<file path="src/rtl/aes_enc_arbiter.sv">
// aes_enc_arbiter: round-robin front end sharing one iterative AES-128
// core between N_REQ requesters, with per-request timeout and tagged reply.
module aes_enc_arbiter #(
    parameter int N_REQ   = 2,
    parameter int ID_W    = 1,
    parameter int TIMEOUT = 64
) (
    input  logic                 clock,
    input  logic                 reset,
    input  logic [N_REQ-1:0]     req_valid,
    output logic [N_REQ-1:0]     req_ready,
    input  logic [N_REQ*128-1:0] req_pt,
    input  logic [N_REQ*128-1:0] req_key,
    output logic                 resp_valid,
    input  logic                 resp_ready,
    output logic [ID_W-1:0]      resp_id,
    output logic [127:0]         resp_ct,
    output logic                 resp_err,
    output logic                 core_encrypt,
    output logic [127:0]         core_pt,
    output logic [127:0]         core_key,
    input  logic                 core_done,
    input  logic [127:0]         core_dout
);

    localparam int CNT_W = $clog2(TIMEOUT);

    typedef enum logic [1:0] {IDLE, ISSUE, WAIT, RESP} state_t;

    state_t           state, state_nx;
    logic [ID_W-1:0]  rr_ptr;
    logic [ID_W-1:0]  gnt_idx, hi_idx, lo_idx;
    logic             hi_found, lo_found;
    logic [127:0]     sel_pt, sel_key;
    logic [CNT_W-1:0] cnt;
    logic             timed_out;
    logic             accept;

    // hi_* is the lowest valid index at/above rr_ptr, lo_* the lowest overall (wrap)
    always_comb begin
        hi_found = 1'b0;
        hi_idx   = '0;
        lo_found = 1'b0;
        lo_idx   = '0;
        for (int j = N_REQ - 1; j >= 0; j--) begin
            if (req_valid[j]) begin
                if (ID_W'(j) >= rr_ptr) begin
                    hi_found = 1'b1;
                    hi_idx   = ID_W'(j);
                end
                lo_found = 1'b1;
                lo_idx   = ID_W'(j);
            end
        end
        gnt_idx = hi_found ? hi_idx : lo_idx;
    end

    always_comb begin
        sel_pt  = '0;
        sel_key = '0;
        for (int j = 0; j < N_REQ; j++) begin
            if (ID_W'(j) == gnt_idx) begin
                sel_pt  = req_pt[j*128 +: 128];
                sel_key = req_key[j*128 +: 128];
            end
        end
    end

    assign timed_out = (cnt == CNT_W'(TIMEOUT - 1));

    always_comb begin
        state_nx     = state;
        req_ready    = '0;
        resp_valid   = 1'b0;
        core_encrypt = 1'b0;
        accept       = 1'b0;
        unique case (state)
            IDLE: begin
                if (lo_found && !reset) begin
                    accept   = 1'b1;
                    state_nx = ISSUE;
                    for (int j = 0; j < N_REQ; j++) begin
                        req_ready[j] = (ID_W'(j) == gnt_idx);
                    end
                end
            end
            ISSUE: begin
                core_encrypt = 1'b1;
                state_nx     = WAIT;
            end
            WAIT: begin
                if (core_done || timed_out) begin
                    state_nx = RESP;
                end
            end
            RESP: begin
                resp_valid = 1'b1;
                if (resp_ready) begin
                    state_nx = IDLE;
                end
            end
            default: state_nx = IDLE;
        endcase
    end

    always_ff @(posedge clock or posedge reset) begin
        if (reset) begin
            state <= IDLE;
        end else begin
            state <= state_nx;
        end
    end

    always_ff @(posedge clock or posedge reset) begin
        if (reset) begin
            rr_ptr   <= '0;
            core_pt  <= '0;
            core_key <= '0;
            resp_id  <= '0;
            resp_ct  <= '0;
            resp_err <= 1'b0;
            cnt      <= '0;
        end else begin
            if (accept) begin
                core_pt  <= sel_pt;
                core_key <= sel_key;
                resp_id  <= gnt_idx;
                rr_ptr   <= (gnt_idx == ID_W'(N_REQ - 1)) ? '0
                                                          : gnt_idx + ID_W'(1);
            end
            if (state == ISSUE) begin
                cnt <= '0;
            end
            // done takes priority over an expiring counter
            if (state == WAIT) begin
                if (core_done) begin
                    resp_ct  <= core_dout;
                    resp_err <= 1'b0;
                end else if (timed_out) begin
                    resp_ct  <= '0;
                    resp_err <= 1'b1;
                end else begin
                    cnt <= cnt + CNT_W'(1);
                end
            end
        end
    end

endmodule

</file>
<file path="config.mk">
export PLATFORM = sky130hd
export DESIGN_NAME = aes_enc_arbiter
export DESIGN_NICKNAME = d
export VERILOG_FILES = /design/src/rtl/aes_enc_arbiter.sv
export SDC_FILE = /design/constraint.sdc
export NUM_CORES = 1
export LEC_CHECK = 0
export CORE_AREA = 2 2 409 411
export CTS_CLUSTER_DIAMETER = 150
export DETAILED_ROUTE_END_ITERATION = 8
export DIE_AREA = 0 0 411 413
export GPL_TIMING_DRIVEN = 1
export REMOVE_ABC_BUFFERS = 1
export SYNTH_ARGS = -nofsm -noshare
export SYNTH_HDL_FRONTEND = slang
export SYNTH_SLANG_ARGS = --single-unit
</file>
<file path="constraint.sdc">
create_clock -name clock -period 32.5 [get_ports clock]
set_clock_uncertainty 0.05 [all_clocks]
set_input_delay 8.125 -clock clock [delete_from_list [all_inputs] [get_ports clock]]
set_output_delay 8.125 -clock clock [all_outputs]
set_load 0.02 [all_outputs]
</file>
Word-level counts from Yosys, hierarchy flattened
Cells that the tools add are included.
- bits in registers: 395
- $add $sub $neg: 2
- bitwise gates (word level): 1
- mux-type cells: 31
- $lt $le $gt $ge: 2
- eq/ne operators: 7
- reduce and logical (&&, ||, !) cells: 7
- operators by type and width (kind ; number):
    $mux 128 ; 4
    $mux 6 ; 4
    $mux 1 ; 17
    $mux 2 ; 5
    $pmux 2 s4 ; 1
    $add 6x1->6 const B ; 1
    $eq 6x6->1 const B ; 1
    $ne 2x2->1 const B ; 3
    $eq 2x2->1 const B ; 2
    $reduce_and 3->1 ; 1
    $eq 2x1->1 const B ; 1
    $ge 1x1->1 const A ; 2
    $logic_not 2->1 ; 1
    $reduce_and 2->1 ; 1
    $reduce_bool 2->1 ; 1
    $add 1x1->1 const B ; 1
    $logic_and 1x1->1 ; 1
    $logic_not 1->1 ; 1
    $logic_or 1x1->1 ; 1
    $not 1->1 ; 1

Logic depth before layout (Yosys ltp)
Gate-level depths: netlist of the first run.
- word-level depth: 9
- depth in mapped cells: 9
- mapped depth without buffers: 6

Least setup slack after synthesis of the first run
OpenSTA, ideal clock, no wires.
- path kind: input to output
- start point: input port reset
- end point: output port req_ready[1]
- path slack: 15457 ps
- path buffers: 2
- stages: 4
- arrival: 8868 ps
- cell sequence: nand3b_1 -> a21oi_2 -> buf_2 -> buf_2
- cells in the longest elaborated chain, start to end: 4
- RTL lines (item ; line ; RTL):
    from (decl) ; 9 ; input logic reset,
    $logic_not 1->1 (no source line) ; - ;
    $logic_and 1x1->1 ; 79 ; if (lo_found && !reset) begin
    $mux 2 ; 79 ;
    $mux 2 ; 77 ; unique case (state)
    to (decl) ; 11 ; output logic [N_REQ-1:0] req_ready,
No other way between the ends.

Worst setup path after layout of the first run
Same ends and word-level chain as after synthesis.

==> results.toml, run 1 <==
[clock_tree]
path_clk_slew_ns = 0.06
cts_tree = "yes"
clockBufferDepth = 3
cts_setup_buffers = 0
cts_sinks = 395
cts_made_buffers = 55
cts_hold_buf = 0
cts-root-buf = "clkbuf_16"
h-tree-depth = 2
insertion_delay_ns = 0.65
cts_resized = 0

[global_routing]
overflow = 0
track_usage = 0.1458
grt_pass1_wl_um = 164100
antenna_found_initial = 115
grt_pass1_vias = 16870
grt_max_degree = 131

[layout]
layout-drive-gt1-share = 0.04491
final_util = 0.1844
area_delta_synth_final_pct = 90.96
final_cell_mix = "1,035 x clkdlybuf4s50_1, 395 x dfrtp_1, 262 x inv_1"
final_nets = 3107
final_common_cell = "clkdlybuf4s50_1"
fill_cells = 18340

[die]
dieHeight_um = 413
die_w_um = 411
rows = 150
ioPinCount = 1036
initial_core_util = 0.09658
dieArea_sq_um = 169700
core_area_sq_um = 165900

[drt]
drtAntennaViolNets = 0
vias_per_cell = 3.692
drtIter0Drc = 2332
drc = 7
postRouteWirelength_um = 130500
routedWlPerCell_um = 27.67
drtPass1Iterations = 9
routed-via-count = 17410

[synth]
seq_area_frac_synth = 0.6169
synth_seq_cells = 395
syn_area_sq_um = 16020
avgSynthCellArea_sq_um = 10.88
synth_cells = 1473
ys_warn_count = 0
yosysUniqueCellTypes = 30

[power]
ir_worst_vdd_mv = 0.05648
power_density_nw_per_um2 = 95.53
leakagePower_nw = 13.72
power_mw = 2.923

[timing]
tightest_slew_ns = 0.9726
max_slew_margin = 0.3516
fmax_mhz = 54.40
grt_setup_unrepaired = "false"
layout_min_cycle_time_ns = 18.38
hold_slack_ns = 0.4362
setup_viol = 0
drv_slew = 0
hold_violations = 0
setup_tns_ns = 0
period_share = 0.5657

[hold_path]
hp-class = "flop to flop"
hold_depth = 2

[worst_setup_path]
endpoint = "req_ready[1]"
critical_path.startpoint_type = "input pin"
cp_max_fo = 16
worstPathCellList = "clkdlybuf4s50_1 > nand3b_1 > a21oi_4 > buf_4 > clkdlybuf4s50_1"
cpMaxStageDelayCell = "clkdlybuf4s50_1"
path_common_cell = "clkdlybuf4s50_1"
worstPathArrival_ns = 10.21
worstPathRequired_ns = 24.32
timing.rr.start = "state[0]"
crit_type = "input pin to primary output"
r2r_slack_ns = 29.10
slowest_delay_ns = 0.69
critPathLaunch = "reset"
critical_path.endpoint_type = "primary output"
r2r-end = "core_key[60]"
rr_worst_depth = 8

[outcome]
violations = "DRC"
run_status = "finished, violations left"

[place]
dp_hpwl_um = 109100
io_buffers = 1035
place_congestion = 0.9232

[job]
maxCapViolations = 0
## flip-flops by register name, indices dropped and copies added (netlist names)
name	count
state	2
core_key	128
resp_ct	128
rr_ptr	1
cnt	6
core_pt	128
resp_err	1
resp_id	1
## where the power goes
group | total [mW] | internal [mW] | switching [mW]
registers | 0.866 | 0.714 | 0.153
clock network | 0.636 | 0.384 | 0.252
logic | 1.42 | 0.597 | 0.824
total | 2.92 | 1.70 | 1.23
## worst max-delay path: cells and delay by family
family,cells,cell delay (ns)
simple gates,1,0.29
compound gates,1,0.16
buf+inv,3,1.61
## through the flow
stage	area (sq um)	worst slack [ns]	cells
3_5_place_dp	28710	14.07	4603
3_3_place_gp	28710	14.07	4603
5_1_grt	30580	14.06	4708
6_report	30600	14.12	4715
2_1_floorplan	15370	11.04	1345
4_1_cts	30560	14.08	4698
## routing by layer
layer  share of wire  track usage  wire length (um)
met4           0.030      0.04497              3864
met2            0.52       0.2667             68290
met1            0.32       0.1402             41670
met5          0.0041            0               530
met3            0.12      0.07677             16110
## cell type report
class	instances	area, sq um	area share
Tap cell	2204	2758	0.09012
Timing Repair Buffer	1054	10540	0.3445
Sequential cell	395	9884	0.3230
Clock inverter	18	269.0	0.008791
Antenna cell	17	42.54	0.001390
Clock buffer	77	1582	0.05168
Inverter	263	994.7	0.03251
Multi-Input combinational cell	687	4529	0.1480
## Yosys cell counts (all sizes together)
| cell | number | share of area |
|---|---|---|
| a22oi | 1 | 0.00047 |
| and3 | 3 | 0.0012 |
| o21ai | 5 | 0.0018 |
| a21oi | 5 | 0.0018 |
| inv | 263 | 0.062 |
| o22ai | 1 | 0.00039 |
| nand2b | 2 | 0.00078 |
| a22o | 2 | 0.0011 |
| buf | 75 | 0.028 |
| dfrtp | 395 | 0.62 |
| a222oi | 256 | 0.16 |
| nand2 | 260 | 0.061 |
| xor2 | 1 | 0.00055 |
| and2 | 1 | 0.00039 |
| ha | 5 | 0.0039 |
| nor2b | 1 | 0.00086 |
| clkbuf | 53 | 0.012 |
| nand3b | 2 | 0.00094 |
| a31oi | 1 | 0.00039 |
| nand4 | 1 | 0.00039 |
| nor2 | 4 | 0.00094 |
| mux2 | 3 | 0.0021 |
| nor3b | 1 | 0.00047 |
| nor3 | 1 | 0.00031 |
| nand3 | 129 | 0.040 |
| a21o | 2 | 0.00094 |
## cells by family after synthesis
group                      synth area share
and+or+nand+nor                      0.1074
DFF                                  0.6169
buffers and inverters                0.1024
AOI/OAI and AO/OA                    0.1668
adders and majority gates          0.003904
muxes                              0.002108
xor gates and xnor gates          0.0005467
## how the worst min path moves through the flow
stage	startpoint	endpoint	slack, ns
floorplan	cnt[2]	cnt[2]	0.43
global placement	core_key[118]	core_key[118]	0.42
global route	core_key[15]	core_key[15]	0.45
CTS	core_key[118]	core_key[118]	0.44
detailed placement	core_key[27]	core_key[27]	0.42
finish	core_key[68]	core_key[68]	0.44
(Power assumes the default switching activity.)
==> run 2: changes to the inputs <==
clock period = 17.9 ns   (was 32.5 ns; I/O delays follow)
==> run 2 against run 1 <==
Effect of this change: the flow still finishes with violations (DRC); via count is 0.41% lower; wire length is 0.36% lower; global-route usage is 0.11 points lower; clock power is 81% higher; critical endpoint unchanged; highest routed layer unchanged.
==> results.toml, run 2 (synthesized netlist as in run 1, its figures left out) <==
[layout]
final_area_sq_um = 30620
fill_cells = 18370
seqCellArea_sq_um = 9884
layout-drive-gt1-share = 0.04804
multi_input_area_sq_um = 4529
final_common_cell = "clkdlybuf4s50_1"
area_delta_synth_final_pct = 91.07
reg.largest.list = "core_key x128, core_pt x128, resp_ct x128"
final_cell_mix = "1,035 x clkdlybuf4s50_1, 395 x dfrtp_1, 262 x inv_1"
stdcell_count = 4721
final_nets = 3106

[outcome]
violations = "DRC"
run_status = "finished, violations left"

[die]
dieHeight_um = 413
die_w_um = 411
dieArea_sq_um = 169700
rows = 150
ioPinCount = 1036
initial_core_util = 0.09658
core_area_sq_um = 165900

[worst_setup_path]
r2r_slack_ns = 14.25
slowest_delay_ns = 0.67
critical_path.endpoint_type = "primary output"
crit_buf_inv = 3
timing.rr.start = "state[1]"
worstPathArrival_ns = 6.59
worstPathRequired_ns = 13.38
path_common_cell = "clkdlybuf4s50_1"
critical_path.startpoint_type = "input pin"
crit_type = "input pin to primary output"
cpMaxStageDelayCell = "clkdlybuf4s50_1"
path_delay_family = "buffers and inverters"
rr_worst_depth = 9
cp_max_fo = 9
worstPathCellList = "clkdlybuf4s50_1 > nand3b_1 > a21oi_4 > buf_4 > clkdlybuf4s50_1"
r2r-end = "core_pt[9]"

[place]
dp_hpwl_um = 108600
place_congestion = 0.9250
io_buffers = 1035
place_area_sq_um = 28710
post-place-cells = 4603

[power]
ir_worst_vdd_mv = 0.1002
power_density_nw_per_um2 = 173.1
leakagePower_nw = 13.72
power_mw = 5.299

[hold_path]
hold-path-endpoint = "core_key[11]"
hold_depth = 2
hp-class = "flop to flop"
holdCritStartpoint = "core_key[11]"

[timing]
tightest_slew_ns = 1.007
hold_violations = 0
max_slew_margin = 0.3284
setup_viol = 0
layout_min_cycle_time_ns = 11.12
setup_tns_ns = 0
period_share = 0.6210
drv_slew = 0
hold_slack_ns = 0.4338
grt_setup_unrepaired = "false"
fmax_mhz = 89.96

[global_routing]
grt_pass1_vias = 16560
antenna_found_initial = 114
track_usage = 0.1448
grt_pass1_wl_um = 163200
grt_max_degree = 131
overflow = 0

[clock_tree]
cts_tree = "yes"
cts_setup_buffers = 0
cts_made_buffers = 54
h-tree-depth = 2
insertion_delay_ns = 0.63
cts_hold_buf = 0
clockBufferDepth = 3
cts_resized = 0
cts-root-buf = "clkbuf_16"
path_clk_slew_ns = 0.05
cts_sinks = 395

[drt]
drtPass1Iterations = 9
drc = 32
drtAntennaViolNets = 0
drtIter0Drc = 2386
routed-via-count = 17340
vias_per_cell = 3.673
postRouteWirelength_um = 130000
routedWlPerCell_um = 27.54

[job]
maxCapViolations = 0
## run 2: cell count changes in the layout (fill, tap and decap cells not counted)
cell	before	now
diode_2	17	19
clkinvlp_4	1	5
inv_8	1	3
clkbuf_16	57	54
clkbuf_8	8	10
clkinv_4	2	1
clkbuf_1	12	8
clkinv_8	0	1
clkinv_2	4	7
## run 2: worst max-delay path by stage
stage | depth (start not counted) | from | slack (ns) | to
after floorplan | 1 | reset | 2.39 | cnt[0]
after global placement | 5 | reset | 6.72 | req_ready[1]
after detailed placement | 5 | reset | 6.73 | req_ready[1]
after CTS | 5 | reset | 6.73 | req_ready[1]
after global routing | 5 | reset | 6.69 | req_ready[1]
final | 5 | reset | 6.78 | req_ready[1]
## run 2: report_power, final
| part | internal, mW | switching [mW] |
|---|---|---|
| registers | 1.30 | 0.279 |
| clock network | 0.685 | 0.469 |
| logic | 1.08 | 1.49 |
## run 2: worst reg2reg max path, cell delays in order, from the launching register on
cell and delay (ns):
dfrtp_1 0.39, inv_1 0.09, ha_1 0.23, nor2b_4 0.15, o21ai_4 0.15, buf_4 0.56
buf_4 0.75, buf_4 0.80, a222oi_1 0.32, inv_1 0.08
## run 2: per-layer routing
metal	part of all wire	wire, um	track usage
met1	0.32	41970	0.1402
met2	0.51	66370	0.2626
met3	0.12	15900	0.07643
met4	0.040	5174	0.04629
met5	0.0045	589	0
## run 2: through the flow
stage               setup WS [ns]  utilization
floorplan                   2.392            -
global placement            6.722       0.1730
detailed placement          6.735       0.1730
CTS                         6.731       0.1843
global route                6.694       0.1844
finish                      6.784       0.1845
## run 2: cell type report
cell class / count / share of cell area
Antenna cell: 19 / 0.001553
Clock buffer: 72 / 0.04961
Clock inverter: 27 / 0.01124
Inverter: 263 / 0.03249
Multi-Input combinational cell: 687 / 0.1479
Sequential cell: 395 / 0.3228
Tap cell: 2204 / 0.09007
Timing Repair Buffer: 1054 / 0.3443
